==> config.mk <==
export PLATFORM = sky130hd
export DESIGN_NAME = cpu_control_unit
export DESIGN_NICKNAME = d
export VERILOG_FILES = /design/src/rtl/cpu_control_unit.sv
export SDC_FILE = /design/constraint.sdc
export NUM_CORES = 1
export LEC_CHECK = 0
export CAP_MARGIN = 5
export CORE_UTILIZATION = 27
export DETAILED_ROUTE_END_ITERATION = 8
export GPL_TIMING_DRIVEN = 0
export PLACE_DENSITY = 0.8
export RECOVER_POWER = 100
export SLEW_MARGIN = 20
export SYNTH_ARGS = -nofsm -noshare
export SYNTH_HDL_FRONTEND = slang
export SYNTH_SLANG_ARGS = --single-unit
==> constraint.sdc <==
create_clock -name Clock -period 1.62 [get_ports Clock]
set_clock_uncertainty 0.05 [all_clocks]
set_input_delay 0.243 -clock Clock [delete_from_list [all_inputs] [get_ports Clock]]
set_output_delay 0.243 -clock Clock [all_outputs]
set_load 0.03 [all_outputs]
==> src/rtl/cpu_control_unit.sv <==
// Hardwired control sequencer for the mini-CPU datapath.
// A registered state walks fetch (T0-T2), decode (T3), and execute (T4-T5).
// Every strobe is a combinational decode of the state and IR, so pulling
// Reset_n low clears all outputs at once, without waiting for a clock edge.
module cpu_control_unit #(
    parameter int OPW  = 5,
    parameter int ALUW = 4
) (
    input  logic            Clock,
    input  logic            Reset_n,
    input  logic [31:0]     IR,
    input  logic            Mem_ready,
    input  logic            Stop,
    output logic            PCout,
    output logic            Zlowout,
    output logic            MDRout,
    output logic            MARin,
    output logic            Zin,
    output logic            PCin,
    output logic            MDRin,
    output logic            IRin,
    output logic            Yin,
    output logic            IncPC,
    output logic            Read,
    output logic            Gra,
    output logic            Grb,
    output logic            Grc,
    output logic            Rin,
    output logic            Rout,
    output logic            Cout,
    output logic [ALUW-1:0] ALU_op,
    output logic            Run,
    output logic            Illegal
);

    typedef enum logic [2:0] {
        ST_RST, ST_T0, ST_T1, ST_T2, ST_T3, ST_T4, ST_T5, ST_HALT
    } state_t;

    localparam logic [OPW-1:0] OP_ADD  = OPW'(5'b00011);
    localparam logic [OPW-1:0] OP_SUB  = OPW'(5'b00100);
    localparam logic [OPW-1:0] OP_AND  = OPW'(5'b00101);
    localparam logic [OPW-1:0] OP_OR   = OPW'(5'b00110);
    localparam logic [OPW-1:0] OP_SHR  = OPW'(5'b00111);
    localparam logic [OPW-1:0] OP_SHL  = OPW'(5'b01000);
    localparam logic [OPW-1:0] OP_ADDI = OPW'(5'b01100);
    localparam logic [OPW-1:0] OP_ANDI = OPW'(5'b01101);
    localparam logic [OPW-1:0] OP_ORI  = OPW'(5'b01110);
    localparam logic [OPW-1:0] OP_NOP  = OPW'(5'b11010);
    localparam logic [OPW-1:0] OP_HALT = OPW'(5'b11011);

    state_t          state_reg;
    logic [OPW-1:0]  opcode;
    logic            is_rtype;
    logic            is_imm;
    logic            is_alu;
    logic            is_nop;
    logic            is_halt;
    logic [ALUW-1:0] alu_code;
    logic            unused_ir_bits;

    assign opcode         = IR[31 -: OPW];
    assign unused_ir_bits = ^IR[31-OPW:0];

    // Opcode classification and ALU function select; both ALU classes share one table.
    always_comb begin
        is_rtype = 1'b0;
        is_imm   = 1'b0;
        alu_code = '0;
        case (opcode)
            OP_ADD:  begin is_rtype = 1'b1; alu_code = ALUW'(1); end
            OP_SUB:  begin is_rtype = 1'b1; alu_code = ALUW'(2); end
            OP_AND:  begin is_rtype = 1'b1; alu_code = ALUW'(3); end
            OP_OR:   begin is_rtype = 1'b1; alu_code = ALUW'(4); end
            OP_SHR:  begin is_rtype = 1'b1; alu_code = ALUW'(5); end
            OP_SHL:  begin is_rtype = 1'b1; alu_code = ALUW'(6); end
            OP_ADDI: begin is_imm   = 1'b1; alu_code = ALUW'(1); end
            OP_ANDI: begin is_imm   = 1'b1; alu_code = ALUW'(3); end
            OP_ORI:  begin is_imm   = 1'b1; alu_code = ALUW'(4); end
            default: ;
        endcase
    end

    assign is_alu  = is_rtype | is_imm;
    assign is_nop  = (opcode == OP_NOP);
    assign is_halt = (opcode == OP_HALT);

    // Sequencer: every entry into T0 is an instruction boundary, where a live Stop diverts to HALT.
    always_ff @(posedge Clock or negedge Reset_n) begin
        if (!Reset_n) begin
            state_reg <= ST_RST;
        end else begin
            case (state_reg)
                ST_RST:  state_reg <= Stop ? ST_HALT : ST_T0;
                ST_T0:   state_reg <= ST_T1;
                ST_T1:   if (Mem_ready) state_reg <= ST_T2;
                ST_T2:   state_reg <= ST_T3;
                ST_T3: begin
                    if (is_alu)       state_reg <= ST_T4;
                    else if (is_halt) state_reg <= ST_HALT;
                    else              state_reg <= Stop ? ST_HALT : ST_T0;
                end
                ST_T4:   state_reg <= ST_T5;
                ST_T5:   state_reg <= Stop ? ST_HALT : ST_T0;
                ST_HALT: state_reg <= ST_HALT;
                default: state_reg <= ST_RST;
            endcase
        end
    end

    // Strobe decode: each state drives at most one bus source; ALU_op is nonzero only in T4.
    always_comb begin
        PCout   = 1'b0;
        Zlowout = 1'b0;
        MDRout  = 1'b0;
        MARin   = 1'b0;
        Zin     = 1'b0;
        PCin    = 1'b0;
        MDRin   = 1'b0;
        IRin    = 1'b0;
        Yin     = 1'b0;
        IncPC   = 1'b0;
        Read    = 1'b0;
        Gra     = 1'b0;
        Grb     = 1'b0;
        Grc     = 1'b0;
        Rin     = 1'b0;
        Rout    = 1'b0;
        Cout    = 1'b0;
        ALU_op  = '0;
        Illegal = 1'b0;
        Run     = (state_reg != ST_RST) && (state_reg != ST_HALT);
        case (state_reg)
            ST_T0: begin
                PCout = 1'b1; MARin = 1'b1; IncPC = 1'b1; Zin = 1'b1;
            end
            ST_T1: begin
                Zlowout = 1'b1; PCin = 1'b1; Read = 1'b1; MDRin = 1'b1;
            end
            ST_T2: begin
                MDRout = 1'b1; IRin = 1'b1;
            end
            ST_T3: begin
                if (is_alu) begin
                    Grb = 1'b1; Rout = 1'b1; Yin = 1'b1;
                end else if (!is_nop && !is_halt) begin
                    Illegal = 1'b1;
                end
            end
            ST_T4: begin
                if (is_rtype) begin
                    Grc = 1'b1; Rout = 1'b1; Zin = 1'b1; ALU_op = alu_code;
                end else if (is_imm) begin
                    Cout = 1'b1; Zin = 1'b1; ALU_op = alu_code;
                end
            end
            ST_T5: begin
                Zlowout = 1'b1; Gra = 1'b1; Rin = 1'b1;
            end
            default: ;
        endcase
    end

endmodule

==> summary.md <==
| Metric | Value |
|---|---|
| Status | `complete, but fails checks` |
| Failing checks | `setup timing` |
| Drt pass-1 iters | `4` |
| CP arrival | `1.68 ns` |
| Rows | `15` |
| Full die area | `2080 sq um` |
| DIE HEIGHT | `45.6 um` |
| CP Launch Type | `flip-flop` |
| Final Hold Vio Count | `0` |
| TritonCTS clock tree | `done` |
| R2r worst-path depth | `6` |
| Reg power frac | `7.7%` |
| DRT Wirelength | `1.60 mm` |
| WP data required | `1.33 ns` |
| DIE WIDTH | `45.6 um` |
| # hold bufs at CTS | `0` |
| Antenna fix cells | `0` |
| Max-slew violation count | `0` |
| Area growth from synthesis to layout | `131%` |
| DR vias/cell | `4.67` |
| Sequential area share after synthesis | `14.6%` |
| Mapped Area | `513 sq um` |
| IO Pins | `59` |
| Clk root buf | `clkbuf_4` |
| Pre-CTS setup slack | `-1.25 ns` |
| HPWL Detailed | `1.02 mm` |
| Final period util | `122%` |
| Number of clock sinks | `3` |
| Clock Power Share | `7.0%` |
| Routability cong. | `0.723` |
| Comb power frac | `85.3%` |
| Min-Delay Path Class | `in -> async` |
| Placed Area | `946 sq um` |
| Synth area leaders | `dfrtp_1 15%, buf_4 13%, nor2b_1 4.9%` |
| Internal power | `1.05 mW` |
| Clock latency at the later pin of the worst-skew pair | `0.24 ns` |
| Largest fanout on the critical path | `6` |
| Clock slew at reported path FFs | `0.04 ns` |
| Max reg flops | `3` |
| First-pass GRT wire length | `2.51 mm` |
| Initial antenna violation count | `0` |
| Most common cell in the synthesized netlist | `buf_4` |
| Share of the synthesized area in the top cell type | `14.6%` |
| Slowest CP cell | `dfrtp_1` |
| Critical path type | `reg -> out` |
| Worst path cell trace | `nand2b_4 > or3b_4 > buf_8 > nor4_4 > buf_6` |
| Total number of vias | `663` |
| Maxcap violations | `0` |
| DRT iter0 DRCs | `3` |
| Total CTS buffers | `3` |
| Mapped Avg Cell Area | `7.43 sq um` |
| Layout Nets | `154` |
| Critical Path Sink Type | `output port` |
| Layout cell share with drive strength beyond 1 | `70.1%` |
| H-tree depth | `1` |
| P_sw | `0.881 mW` |
| Worst r2r src | `state_reg[0]` |
| Largest net degree at the start of global routing | `11` |
| Reg2reg end | `state_reg[1]` |
| Gr ovfl total | `0` |
| R2R Setup Slk | `-0.05 ns` |
| Clock Path Buffers | `2` |
| Core ar. | `1750 sq um` |
| Final min period | `1.97 ns` |
| Initial Util | `29.4%` |
| Switching part of the total power | `45.7%` |
| RSZ-0062 raised after global routing | `yes` |
| Port Buffers | `28` |
| # setup viols final | `19` |
| Commonest cells in the netlist | `9 x buf_4, 6 x nor2_1, 4 x a21oi_1, 4 x nand2_1, 4 x nor2b_1` |
| Post-synth top area cell | `dfrtp_1` |
| Post-route DRC | `0` |
| Final ANT Viol Nets | `0` |
| Syn Inst Count | `69` |
| Cell area after layout | `1190 sq um` |
| Asr flop ratio synth | `100%` |
| Netlist cell types | `34` |
| EDFF count, synth | `0` |
| Worst setup margin | `-0.354 ns` |
| Peak per-stage delay on the critical path | `0.38 ns` |
| Routed wire per std cell | `11.3 um` |
| Peak supply drop | `827 uV` |
| Fmax | `507 MHz` |
| Ys flop type | `dfrtp_1` |
| Cell Pwr Density | `1630 nW/um^2` |
| Syn nets | `105` |
| Vias in the first global route | `611` |
| Yosys reg bits | `3` |
| Gr usage total | `16.7%` |
| Synth warn | `0` |
| Cell leakage power | `0.553 nW` |
worst max-delay path, delay by kind of cell (launching register included):
kind	cells	cell delay, ns
simple gates	3	0.75
flops	1	0.38
buf+inv	2	0.32
cell families after synthesis:
family          count (synthesis)  share of synthesized area, %
compound gates                 15                          22.9
flops                           3                          14.6
simple gates                   32                          40.2
buf+inv                        17                          19.8
other cells                     1                         0.731
xor+xnor                        1                          1.71
routing by layer:
metal / GRT usage (%) / wire length (um) / vias up
met1: 16.7 / 596 / 305
li1: - / - / 330
met3: 4.76 / 95 / 2
met2: 31.4 / 893 / 26
met5: 0 / 0 / -
met4: 7.27 / 13 / 0
layout by cell type, fill, tap and decap left out, types with 2 or more instances in the layout:
master,instances
dfrtp_1,2
clkdlybuf4s50_1,2
nor4_4,2
buf_8,2
buf_6,21
nor3b_4,3
a31oi_1,2
nor2_1,2
inv_1,2
nor2_4,4
buf_4,27
nand2_1,3
a21oi_1,4
and3b_2,2
clkbuf_4,4
nor2b_1,3
final cells by class:
type | count | area, sq um
Buffer | 14 | 136
Clock buffer | 4 | 26.3
Fill cell | 144 | 559
Inverter | 3 | 11.3
Multi-Input combinational cell | 49 | 475
Sequential cell | 3 | 76.3
Tap cell | 25 | 31.3
Timing Repair Buffer | 44 | 429
power groups by stage:
stage	logic, mW	registers [mW]	clock network (mW)
after CTS	1.29	0.151	0.139
after global placement	1.22	0.161	0
after detailed placement	1.24	0.162	0
final	1.65	0.149	0.134
after global routing	1.74	0.156	0.146
after floorplan	0.863	0.153	0
metrics by stage:
stage | std cells | TNS (ns) | hold WS (ns) | power [mW] | utilization [%]
detailed placement | 122 | -15.58 | 0.383 | 1.41 | 54.2
finish | 142 | -2.74 | 0.202 | 1.93 | 68.0
global route | 142 | -4.01 | 0.208 | 2.04 | 68.0
global placement | 122 | -14.91 | 0.381 | 1.38 | 54.2
CTS | 135 | -2.35 | 0.133 | 1.58 | 59.1
floorplan | 69 | -0.885 | -0.103 | 1.02 | -
what timing repair did:
item,in CTS,in global routing
buffers inserted,9,6
cloned,0,1
endpoints found under the setup margin,24,22
resized for setup,156,35
pin swaps,6,4
how the worst max path moves through the flow:
stage | from | endpoint | slack [ns]
CTS | state_reg[1] | ALU_op[1] | -0.39
floorplan | state_reg[1] | ALU_op[1] | -0.17
global route | state_reg[1] | ALU_op[1] | -0.40
global placement | IR[30] | Illegal | -1.23
detailed placement | IR[30] | Illegal | -1.25
finish | state_reg[1] | ALU_op[1] | -0.35
Power figures use the tool's default switching activity.
==> variant: new RTL, same flow settings <==
`OPW`: 5 -> 4.
--- a/src/rtl/cpu_control_unit.sv
+++ b/src/rtl/cpu_control_unit.sv
@@ -3,7 +3,7 @@
 // Every strobe is a combinational decode of the state and IR, so pulling
 // Reset_n low clears all outputs at once, without waiting for a clock edge.
 module cpu_control_unit #(
-    parameter int OPW  = 5,
+    parameter int OPW  = 4,
     parameter int ALUW = 4
 ) (
     input  logic            Clock,
Behaviour: not the same (Yosys sat finds a counterexample within 10 cycles, from zero or initial values and one cycle with Reset_n low).
==> variant against the unedited design <==
  * The flow still finishes with violations (negative setup slack)
  * Setup slack gained 0.015 ns
  * Worst hold slack lost 0.0041 ns
  * Critical path depth grew 2
  * Routed wire length grew 10%
  * Sequential cell count is the same
  * Synthesized area shrank 0.73%
  * Largest cell class unchanged
  * Via count grew 0.60%
  * Global-route usage grew 0.52 points
  * Count of clock-buffer cells in the layout is the same
  * Design area shrank 3.9%
Power is left out: it rests on default switching activity, and per cell area and clock period it moved more than threefold.
==> variant: results <==
[sta]
setup_tns_ns = -2.65
hold-worst-slack_ns = 0.198
layout_setup_ws_ns = -0.340
setup_viol = 15

[final_layout]
nets = 155
largest_reg_flops = 3
drive_above_1_share = 0.678
diodes = 0

[synthesis]
synth_ff_type = "dfrtp_1"
synthTopCellsByArea = "buf_4, dfrtp_1, nor2_1"
syn_inst = 74
yosysWarningCount = 0
syn-num-nets = 110
synth_cell_types = 36
ys_seq_area_frac = 0.147
synthArstFlopShare = 1.00
synth_common_cells = "buf_4, nor2_1, nand2_1, a21oi_1, inv_1"

[clocking]
path_clk_slew_ns = 0.04
clockRootBuffer = "clkbuf_4"
worstSkewPairLatency_ns = 0.24
ctsHtreeMaxLevel = 1
cts_inserted_buffers = 3
clockBufferDepth = 2

[critical_path]
r2r_cells = 5
slowest_stage = "dfrtp_1"
r2r-end = "state_reg[1]$_DFFE_PN0P_"
critPathTopFamily = "buffers and inverters"
cp.arrival_ns = 1.67
critPathMaxStageDelay_ns = 0.35
r2r_setup_slack_ns = 0.02
r2r-start = "state_reg[1]$_DFFE_PN0P_"
cp_max_fo = 9

[outcome]
violations = "negative setup slack"
status = "complete, but fails checks"

[detailed_routing]
wl_per_cell_um = 12.3
drt_first_pass_iters = 4
viasPerCell = 4.66
via_count = 667
drt_iter0_markers = 8

[grt]
grt_pass1_vias = 577
grt_max_degree = 11
globalRouteTotalUtil = 0.172
antenna_found_initial = 0
grt_pass1_wl_um = 2570

[placed_design]
dp.cells = 124
dp_hpwl_um = 983
portBuffers = 25
post-place-ws_ns = -0.683
place_area_um2 = 880
place.gp.congestion = 0.785

[min_path]
hold_class = "input pin to async pin"
==> variant: changes by cell type in the layout (fill, tap and decap cells not counted), sizes merged, moves of 2 or more <==
cell and delta:
nor4 -2, a221oi +2, nor3b -3, nand2 +2, nor2 +3, and3b -2, nand3 +2
==> variant: worst max-delay path by stage <==
stage | slack [ns] | start | cells after the start | end
floorplan | -0.09 | state_reg[1]$_DFFE_PN0P_ | 6 | Rout
CTS | -0.35 | state_reg[1]$_DFFE_PN0P_ | 7 | Rout
global route | -0.38 | state_reg[0]$_DFFE_PN0P_ | 7 | Rout
finish | -0.34 | state_reg[0]$_DFFE_PN0P_ | 7 | Rout
global placement | -0.67 | state_reg[1]$_DFFE_PN0P_ | 7 | Rout
detailed placement | -0.68 | state_reg[1]$_DFFE_PN0P_ | 7 | Rout
==> variant: per-layer routing <==
layer  wire, um  track usage
met3         57       0.0357
met4         18       0.0909
met5          0            0
met1        755        0.226
met2        934        0.263
==> variant: area by class of cell <==
class / count / area, um2
plain buffers: 15 / 129
clock buffers: 4 / 26.3
fillers: 148 / 606
inverters: 4 / 15.0
multi-input cells: 51 / 459
flip-flops and latches: 3 / 75.1
well taps: 25 / 31.3
repair buffers: 41 / 404
==> variant: logic make-up (layout without fill, tap and decap cells) <==
kind of cell / count (synthesis) / count (layout) / share of synthesized area
flip-flops: 3 / 3 / 0.147
AO/OA/AOI/OAI: 18 / 18 / 0.268
buffers and inverters: 20 / 64 / 0.243
XOR/XNOR: 1 / 1 / 0.0172
AND/OR/NAND/NOR: 31 / 31 / 0.317
other: 1 / 1 / 0.00736
==> variant: repair_timing <==
action	in CTS	in global routing
buffers inserted	11	7
endpoints found under the setup margin	22	23
pin swaps	4	6
resized for setup	156	25
